File: src/rtl/fetch_sequencer_pkg.sv
// Shared types for the instruction-fetch path: fetch states, buffered
// fetch entries and the word-alignment helper.
package fetch_sequencer_pkg;

   typedef logic [31:0] UWord;

   typedef enum logic [1:0] {
      FETCH      = 2'd0,
      HALT_DRAIN = 2'd1,
      HALTED     = 2'd2
   } FetchState;

   typedef struct packed {
      UWord instr;
      UWord pc;
   } FetchEntry;

   // Canonical ADDI x0,x0,0; upstream stages insert it when they squash slots.
   localparam UWord NOP = 32'h0000_0013;

   function automatic UWord align_word(input UWord addr);
      return addr & ~32'h0000_0003;
   endfunction

endpackage

File: src/rtl/fetch_sequencer_if.sv
// Fetch-side bus bundle: instruction-memory request/response channel plus
// the valid/ready instruction stream towards decode.
interface fetch_sequencer_if;
   import fetch_sequencer_pkg::*;

   logic imem_req;
   UWord imem_addr;
   logic imem_gnt;
   logic imem_rvalid;
   UWord imem_rdata;

   logic if_valid;
   UWord if_instr;
   UWord if_pc;
   logic id_ready;

   modport master (
      output imem_req,
      output imem_addr,
      input  imem_gnt,
      input  imem_rvalid,
      input  imem_rdata,
      output if_valid,
      output if_instr,
      output if_pc,
      input  id_ready
   );

   modport slave (
      input  imem_req,
      input  imem_addr,
      output imem_gnt,
      output imem_rvalid,
      output imem_rdata,
      input  if_valid,
      input  if_instr,
      input  if_pc,
      output id_ready
   );

endinterface

File: src/rtl/fetch_sequencer_fifo.sv
// Small FIFO of {instr, pc} entries with a combinational head; a flush
// empties it and wins over a push in the same cycle.
module fetch_fifo
   import fetch_sequencer_pkg::*;
#(
   parameter int DEPTH = 4
) (
   input  logic                   clk,
   input  logic                   reset_n,
   input  logic                   push,
   input  FetchEntry              push_data,
   input  logic                   pop,
   input  logic                   flush,
   output FetchEntry              head,
   output logic [$clog2(DEPTH):0] count,
   output logic                   full,
   output logic                   empty
);

   localparam int PTR_W = $clog2(DEPTH);
   localparam int CNT_W = PTR_W + 1;

   FetchEntry        mem_reg [DEPTH];
   logic [PTR_W-1:0] wr_ptr_reg;
   logic [PTR_W-1:0] rd_ptr_reg;
   logic [CNT_W-1:0] count_reg;
   logic             do_push;
   logic             do_pop;

   assign empty   = (count_reg == '0);
   assign full    = (count_reg == CNT_W'(DEPTH));
   assign do_pop  = pop && !empty;
   assign do_push = push && !full;
   assign head    = mem_reg[rd_ptr_reg];
   assign count   = count_reg;

   always_ff @(posedge clk or negedge reset_n) begin
      if (!reset_n) begin
         wr_ptr_reg <= '0;
         rd_ptr_reg <= '0;
         count_reg  <= '0;
      end else if (flush) begin
         wr_ptr_reg <= '0;
         rd_ptr_reg <= '0;
         count_reg  <= '0;
      end else begin
         if (do_push) wr_ptr_reg <= wr_ptr_reg + PTR_W'(1);
         if (do_pop)  rd_ptr_reg <= rd_ptr_reg + PTR_W'(1);
         count_reg <= count_reg + CNT_W'(do_push) - CNT_W'(do_pop);
      end
   end

   // Storage needs no reset: a slot is only visible after it has been written.
   always_ff @(posedge clk) begin
      if (do_push && !flush) mem_reg[wr_ptr_reg] <= push_data;
   end

endmodule

File: src/rtl/fetch_sequencer.sv
// Instruction-fetch sequencer: issues word fetches, buffers responses for decode,
// handles redirects/halt. Optional macro FETCH_BYPASS_EN adds a same-cycle response bypass.
module fetch_sequencer
   import fetch_sequencer_pkg::*;
#(
   parameter int          DEPTH    = 4,
   parameter logic [31:0] RESET_PC = 32'h0
) (
   input  logic              clk,
   input  logic              reset_n,
   fetch_sequencer_if.master bus,
   input  logic              redirect_valid,
   input  UWord              redirect_pc,
   input  logic              halt,
   output logic              halted
);

   localparam int CNT_W = $clog2(DEPTH) + 1;

   FetchState        state_reg, state_next;
   UWord             pc_reg, pc_next;
   UWord             rsp_pc_reg, rsp_pc_next;
   logic [CNT_W-1:0] inflight_reg, inflight_next;
   logic [CNT_W-1:0] discard_reg, discard_next;
   logic             active_reg;
   FetchEntry        hold_reg;

   logic             fifo_push, fifo_pop, fifo_flush, fifo_full, fifo_empty;
   logic [CNT_W-1:0] fifo_count;
   FetchEntry        fifo_head, resp_entry, out_entry;
   logic             grant, resp, resp_keep, bypass, out_valid;
   logic [CNT_W:0]   occupancy;

   assign resp       = bus.imem_rvalid && (inflight_reg != '0);
   assign occupancy  = {1'b0, inflight_reg} + {1'b0, fifo_count};
   assign resp_entry = '{instr: bus.imem_rdata, pc: rsp_pc_reg};

   always_comb begin
      state_next    = state_reg;
      pc_next       = pc_reg;
      rsp_pc_next   = rsp_pc_reg;
      inflight_next = inflight_reg;
      discard_next  = discard_reg;
      fifo_flush    = 1'b0;
      resp_keep     = 1'b0;
      bus.imem_req  = 1'b0;
      grant         = 1'b0;

      case (state_reg)
         FETCH: begin
            if (halt) begin
               state_next = HALT_DRAIN;
               fifo_flush = 1'b1;
            end else if (redirect_valid) begin
               fifo_flush  = 1'b1;
               pc_next     = align_word(redirect_pc);
               rsp_pc_next = align_word(redirect_pc);
            end else begin
               bus.imem_req = active_reg && (occupancy < (CNT_W+1)'(DEPTH));
               resp_keep    = resp && (discard_reg == '0);
            end
         end
         HALT_DRAIN: ;
         HALTED:     ;
         default:    state_next = FETCH;
      endcase

      grant         = bus.imem_req && bus.imem_gnt;
      inflight_next = inflight_reg + CNT_W'(grant) - CNT_W'(resp);
      if (grant)     pc_next     = pc_reg + 32'd4;
      if (resp_keep) rsp_pc_next = rsp_pc_reg + 32'd4;

      // Everything still outstanding after this cycle belongs to the old path.
      if (fifo_flush)
         discard_next = inflight_next;
      else if (resp && (discard_reg != '0))
         discard_next = discard_reg - CNT_W'(1);

      if ((state_reg == HALT_DRAIN) && (inflight_next == '0))
         state_next = HALTED;
   end

`ifdef FETCH_BYPASS_EN
   assign bypass    = resp_keep && fifo_empty;
   assign fifo_push = resp_keep && !fifo_full && !(bypass && bus.id_ready);
`else
   assign bypass    = 1'b0;
   assign fifo_push = resp_keep && !fifo_full;
`endif

   always_comb begin
      out_valid = !fifo_empty;
      out_entry = fifo_head;
      if (bypass) begin
         out_valid = 1'b1;
         out_entry = resp_entry;
      end
   end

   assign fifo_pop      = out_valid && bus.id_ready && !fifo_empty;
   assign bus.if_valid  = out_valid;
   assign bus.if_instr  = out_valid ? out_entry.instr : hold_reg.instr;
   assign bus.if_pc     = out_valid ? out_entry.pc    : hold_reg.pc;
   assign bus.imem_addr = pc_reg;
   assign halted        = (state_reg == HALTED);

   fetch_fifo #(.DEPTH(DEPTH)) u_fifo (
      .clk       (clk),
      .reset_n   (reset_n),
      .push      (fifo_push),
      .push_data (resp_entry),
      .pop       (fifo_pop),
      .flush     (fifo_flush),
      .head      (fifo_head),
      .count     (fifo_count),
      .full      (fifo_full),
      .empty     (fifo_empty)
   );

   // active_reg holds off the first request until one edge after reset release.
   always_ff @(posedge clk or negedge reset_n) begin
      if (!reset_n) begin
         state_reg    <= FETCH;
         pc_reg       <= RESET_PC;
         rsp_pc_reg   <= RESET_PC;
         inflight_reg <= '0;
         discard_reg  <= '0;
         active_reg   <= 1'b0;
         hold_reg     <= '0;
      end else begin
         state_reg    <= state_next;
         pc_reg       <= pc_next;
         rsp_pc_reg   <= rsp_pc_next;
         inflight_reg <= inflight_next;
         discard_reg  <= discard_next;
         active_reg   <= 1'b1;
         if (out_valid) hold_reg <= out_entry;
      end
   end

endmodule
File: src/flat_wrapper.sv
// flat-port wrapper written by rule: the top's interface ports become plain ports
module fetch_sequencer_flat import fetch_sequencer_pkg::*;
#(
   parameter int          DEPTH    = 4,
   parameter logic [31:0] RESET_PC = 32'h0
)
  (clk, reset_n, redirect_valid, redirect_pc, halt, halted, bus_imem_req, bus_imem_addr, bus_imem_gnt, bus_imem_rvalid, bus_imem_rdata, bus_if_valid, bus_if_instr, bus_if_pc, bus_id_ready);
  fetch_sequencer_if bus_i ();
  input  logic clk;
  input  logic reset_n;
  input  logic redirect_valid;
  input  UWord redirect_pc;
  input  logic halt;
  output logic halted;
  output wire logic [$bits(bus_i.imem_req)-1:0] bus_imem_req;
  output wire logic [$bits(bus_i.imem_addr)-1:0] bus_imem_addr;
  input wire logic [$bits(bus_i.imem_gnt)-1:0] bus_imem_gnt;
  input wire logic [$bits(bus_i.imem_rvalid)-1:0] bus_imem_rvalid;
  input wire logic [$bits(bus_i.imem_rdata)-1:0] bus_imem_rdata;
  output wire logic [$bits(bus_i.if_valid)-1:0] bus_if_valid;
  output wire logic [$bits(bus_i.if_instr)-1:0] bus_if_instr;
  output wire logic [$bits(bus_i.if_pc)-1:0] bus_if_pc;
  input wire logic [$bits(bus_i.id_ready)-1:0] bus_id_ready;
  assign bus_imem_req = bus_i.imem_req;
  assign bus_imem_addr = bus_i.imem_addr;
  assign bus_i.imem_gnt = bus_imem_gnt;
  assign bus_i.imem_rvalid = bus_imem_rvalid;
  assign bus_i.imem_rdata = bus_imem_rdata;
  assign bus_if_valid = bus_i.if_valid;
  assign bus_if_instr = bus_i.if_instr;
  assign bus_if_pc = bus_i.if_pc;
  assign bus_i.id_ready = bus_id_ready;
  fetch_sequencer #(.DEPTH(DEPTH), .RESET_PC(RESET_PC)) u_core (.clk(clk), .reset_n(reset_n), .bus(bus_i), .redirect_valid(redirect_valid), .redirect_pc(redirect_pc), .halt(halt), .halted(halted));
endmodule
File: config.mk
export PLATFORM = sky130hd
export DESIGN_NAME = fetch_sequencer_flat
export DESIGN_NICKNAME = d
export VERILOG_FILES = /design/src/rtl/fetch_sequencer_pkg.sv /design/src/rtl/fetch_sequencer_if.sv /design/src/rtl/fetch_sequencer_fifo.sv /design/src/rtl/fetch_sequencer.sv /design/src/flat_wrapper.sv
export SDC_FILE = /design/constraint.sdc
export NUM_CORES = 1
export LEC_CHECK = 0
export ABC_AREA = 1
export BUFFER_PORTS_ARGS = -buffer_cell sky130_fd_sc_hd__buf_2
export CAP_MARGIN = 15
export CORE_MARGIN = 5
export CORE_UTILIZATION = 40
export DETAILED_ROUTE_END_ITERATION = 12
export SKIP_CTS_REPAIR_TIMING = 1
export SYNTH_ARGS = -nofsm -noshare
export SYNTH_HDL_FRONTEND = slang
export SYNTH_SLANG_ARGS = --single-unit
File: constraint.sdc
create_clock -name clk -period 4.66 [get_ports clk]
set_input_delay 0.932 -clock clk [delete_from_list [all_inputs] [get_ports clk]]
set_output_delay 0.932 -clock clk [all_outputs]
set_load 0.1 [all_outputs]
==> tab_implementation.tex <==
\begin{tabular}{lr}
\hline
Metric & Value \\
\hline
\multicolumn{2}{l}{\textbf{Synth}} \\
Area share of and/or/nand/nor cells after synthesis & 21.03\% \\
Ys Warns & 0 \\
Count of different cell masters after synthesis & 36 \\
Register area share after synthesis & 63.97\% \\
Post-synthesis async set-or-reset flop share & 35.75\% \\
Netlist area before placement & approximately 0.017 mm2 \\
Adder and majority cell fraction of the synthesized area & about 1.3\% \\
Combinational family with the most area after synthesis & simple AND/OR/NAND/NOR gates \\
Average instance area after synthesis & $\sim$10 um2 \\
Area share of xor/xnor cells in the synthesized design & less than 1\% \\
Count of flip-flops with a built-in enable after synthesis & 248 \\
Post-synth top flop & sky130\_fd\_sc\_hd\_\_edfxtp\_1 \\
Post-Syn Instances & about 1.7k \\
Compound-cell area share of the yosys netlist & 7.975\% \\
Proportion of synthesized area in mux cells & 0\% \\
Number of synthesized register bits & 386 \\
\multicolumn{2}{l}{\textbf{STA}} \\
Setup TNS & 0 ns \\
Number of slew-limit violations in the final report & 0 \\
Number of endpoints failing setup at the final stage & 0 \\
Period Utilization, post-route & between 80\% and 90\% \\
Actual slew at the worst max-slew pin & 0.8530 ns \\
Final Critical Period & between 3 and 4 ns \\
RSZ-0062 raised after global routing & false \\
Max transition margin & around 43\% \\
Count of final hold-check violations & 0 \\
Fmax & 257.4 MHz \\
Clock Skews & 0.01204 ns \\
\multicolumn{2}{l}{\textbf{Critical path}} \\
Worst-path fanout max & 85 \\
Kind of critical path & register to output port \\
Peak per-stage delay on the critical path & approximately 0.75 ns \\
Crit-path cells & inv\_2, buf\_12, o21ai\_0, a31oi\_1, buf\_2 \\
Critical path launch point & u\_core.u\_fifo.rd\_ptr\_reg[0] \\
Critical Path AT & 2.95 ns \\
Instance count on the critical path & 5 \\
Startpoint class of the critical path & register \\
Register-to-Register Setup Slack & 1.77 ns \\
Endpoint of the worst register-to-register path & u\_core.state\_reg[0] \\
Required time at the worst-slack endpoint & 3.73 ns \\
Worst reg2reg path depth & 14 \\
Critical register-to-register path startpoint & u\_core.u\_fifo.count[1] \\
Category of the worst setup path capture point & output port \\
WP buf/inv & 3 \\
Destination of the critical timing path & bus\_if\_instr[31] \\
Kind of cell adding the most delay to the critical path & buffers and inverters \\
Slowest cell on crit path & sky130\_fd\_sc\_hd\_\_dfrtp\_4 \\
\multicolumn{2}{l}{\textbf{Global routing}} \\
Number of antenna violations at the first check in global routing & 0 \\
GR Util met2 & slightly below 30\% \\
Total overflow reported by the global router & 0 \\
Vias in the first global route & $\sim$12k \\
GR Layer Usage met3 & 3.168\% \\
Total GRT Usage & 17.86\% \\
Global-route met1 utilization & roughly a quarter \\
Pin count of the biggest net entering global routing & 86 \\
Global routing's busiest layer & met2 \\
Wire length of the first global-routing pass & 66.81 mm \\
\multicolumn{2}{l}{\textbf{Floorplanning}} \\
Boundary pin count & between 150 and 200 \\
Core area & 0.04204 mm2 \\
Vertical extent of the die & 216.4 um \\
Die outline width & $\sim$220 um \\
Effective utilization at floorplan & 40.53\% \\
Rows & 75 \\
Die Footprint & 0.04682 mm2 \\
\multicolumn{2}{l}{\textbf{CTS}} \\
TritonCTS clock tree & done \\
Clk buf depth & 3 \\
Worst-Skew Late Latency & 0.56 ns \\
Library cell used as clock root buffer & sky130\_fd\_sc\_hd\_\_clkbuf\_16 \\
Clock input transition at the sequential cells of the worst setup and hold paths & 0.06 ns \\
H-tree depth & 2 \\
Number of buffers created by CTS & 43 \\
Clock tree sinks & 386 \\
\multicolumn{2}{l}{\textbf{Min path}} \\
Hold/Removal Path Class & primary input to async pin \\
\multicolumn{2}{l}{\textbf{Cells and area}} \\
Number of diodes & 0 \\
NumNets Final & slightly below 2k \\
Filler Cells Inserted & 3966 \\
Largest register FFs & 248 \\
Footprint of the flip-flops and latches & approximately 0.011 mm2 \\
Fraction of final layout cells sized beyond drive strength 1 & between 10 and 15\% \\
Synthesis-to-layout area growth & 16.28\% \\
Area of the multi-input gates & 0.005371 mm2 \\
\multicolumn{2}{l}{\textbf{Route}} \\
Routed via count & 12.36k \\
Vias per Instance & 5.026 \\
Final ANT Viol Nets & 0 \\
Violation count after the first detailed-route iteration & approximately 840 \\
DR pass1 iterations & 5 \\
Total DRC errors in the routed layout & 0 \\
Wire length per cell & 17.07 um \\
Total wire length & around 42 mm \\
\multicolumn{2}{l}{\textbf{Placed design}} \\
IO Port Bufs & 163 \\
Weighted congestion at the end of routability-driven global placement & 0.8529 \\
HPWL after DPL & 25.96 mm \\
\multicolumn{2}{l}{\textbf{Outcome}} \\
Outcome & completed \\
\multicolumn{2}{l}{\textbf{Flow run}} \\
Max-Cap Viols & 0 \\
\hline
\end{tabular}
==> kinds of logic (layout without fill, tap and decap cells) <==
kind of cell / after synthesis / after routing
AND/OR/NAND/NOR: 885 / 885
XOR/XNOR: 18 / 18
buffers and inverters: 177 / 359
flip-flops: 386 / 386
adder cells (fa/ha/maj): 16 / 16
other: 2 / 5
AO/OA/AOI/OAI: 250 / 250
==> per-layer routing <==
metal	wire length, um	up-vias
met2	19660	327
met3	2144	53
met5	0	-
li1	-	6102
met4	851	0
met1	19310	5873
==> worst register-to-register path, delay by kind of cell (launching register included) <==
family | cells | cell delay (ns)
fa+ha+maj | 3 | 0.80
buf+inv | 2 | 0.42
simple gates | 7 | 0.72
flops | 1 | 0.42
xor+xnor | 2 | 0.42
==> cell usage in the layout, fill, tap and decap left out, types with 10 or more instances in the layout <==
cell	instances
sky130_fd_sc_hd__clkbuf_16	44
sky130_fd_sc_hd__xor2_1	13
sky130_fd_sc_hd__dfrtp_1	136
sky130_fd_sc_hd__buf_4	10
sky130_fd_sc_hd__nor2_1	426
sky130_fd_sc_hd__nand3_1	71
sky130_fd_sc_hd__nand2_1	339
sky130_fd_sc_hd__clkbuf_1	15
sky130_fd_sc_hd__nand3b_1	11
sky130_fd_sc_hd__ha_1	14
sky130_fd_sc_hd__edfxtp_1	248
sky130_fd_sc_hd__o21ai_0	169
sky130_fd_sc_hd__nor2_4	10
sky130_fd_sc_hd__inv_1	92
sky130_fd_sc_hd__buf_2	162
sky130_fd_sc_hd__a31oi_1	62
==> metrics by stage <==
step / instances / utilization [%] / hold WS (ns) / instance area [um2] / setup slack (ns)
2_1_floorplan: 1737 / - / 0.5088 / 17050 / 0.04589
3_3_place_gp: 2379 / 43.69 / 0.5335 / 18370 / 1.198
3_5_place_dp: 2379 / 43.69 / 0.5369 / 18370 / 1.184
4_1_cts: 2458 / 47.13 / 0.4716 / 19810 / 0.6630
5_1_grt: 2458 / 47.13 / 0.5205 / 19810 / 0.5087
6_report: 2458 / 47.13 / 0.4645 / 19810 / 0.7747
==> synth_stat cells, types with 6 or more instances <==
master                       n  area, um2
sky130_fd_sc_hd__nor2_1    430       1614
sky130_fd_sc_hd__nand2_1   340       1276
sky130_fd_sc_hd__edfxtp_1  248       7447
sky130_fd_sc_hd__o21ai_0   169      845.8
sky130_fd_sc_hd__dfrtp_1   138       3453
sky130_fd_sc_hd__inv_1      92      345.3
sky130_fd_sc_hd__nand3_1    71      355.3
sky130_fd_sc_hd__a31oi_1    62      387.9
sky130_fd_sc_hd__clkbuf_1   36      135.1
sky130_fd_sc_hd__buf_2      21      105.1
sky130_fd_sc_hd__ha_1       14      175.2
sky130_fd_sc_hd__xor2_1     13      113.9
sky130_fd_sc_hd__nand3b_1   11      82.58
sky130_fd_sc_hd__buf_6      10      112.6
sky130_fd_sc_hd__buf_4       9      67.56
sky130_fd_sc_hd__inv_2       7      26.28
sky130_fd_sc_hd__o211ai_1    7      52.55
sky130_fd_sc_hd__nand4_1     6      37.54
sky130_fd_sc_hd__nor2_4      6      67.56
==> how the worst min path moves through the flow <==
stage | from | end | slack [ns] | depth (start not counted)
after floorplan | u_core.rsp_pc_reg[31] | u_core.u_fifo.mem_reg[0][31] | 0.51 | 0
after global placement | u_core.hold_reg[42] | u_core.hold_reg[42] | 0.53 | 2
after detailed placement | u_core.hold_reg[51] | u_core.hold_reg[51] | 0.54 | 2
after CTS | reset_n | u_core.hold_reg[57] | 0.47 | 1
after global routing | reset_n | u_core.hold_reg[56] | 0.52 | 1
final | reset_n | u_core.hold_reg[58] | 0.46 | 1
==> cell type report <==
cell class | instances | share of cell area [%]
repair buffers | 180 | 5.235
clock buffers | 64 | 6.189
well taps | 539 | 3.404
multi-input cells | 1174 | 27.11
inverters | 100 | 1.920
clock inverters | 15 | 1.099
flip-flops and latches | 386 | 55.04
Power is not shown: default switching activity piles up to over one toggle a cycle in this logic, so the estimate is an artifact.
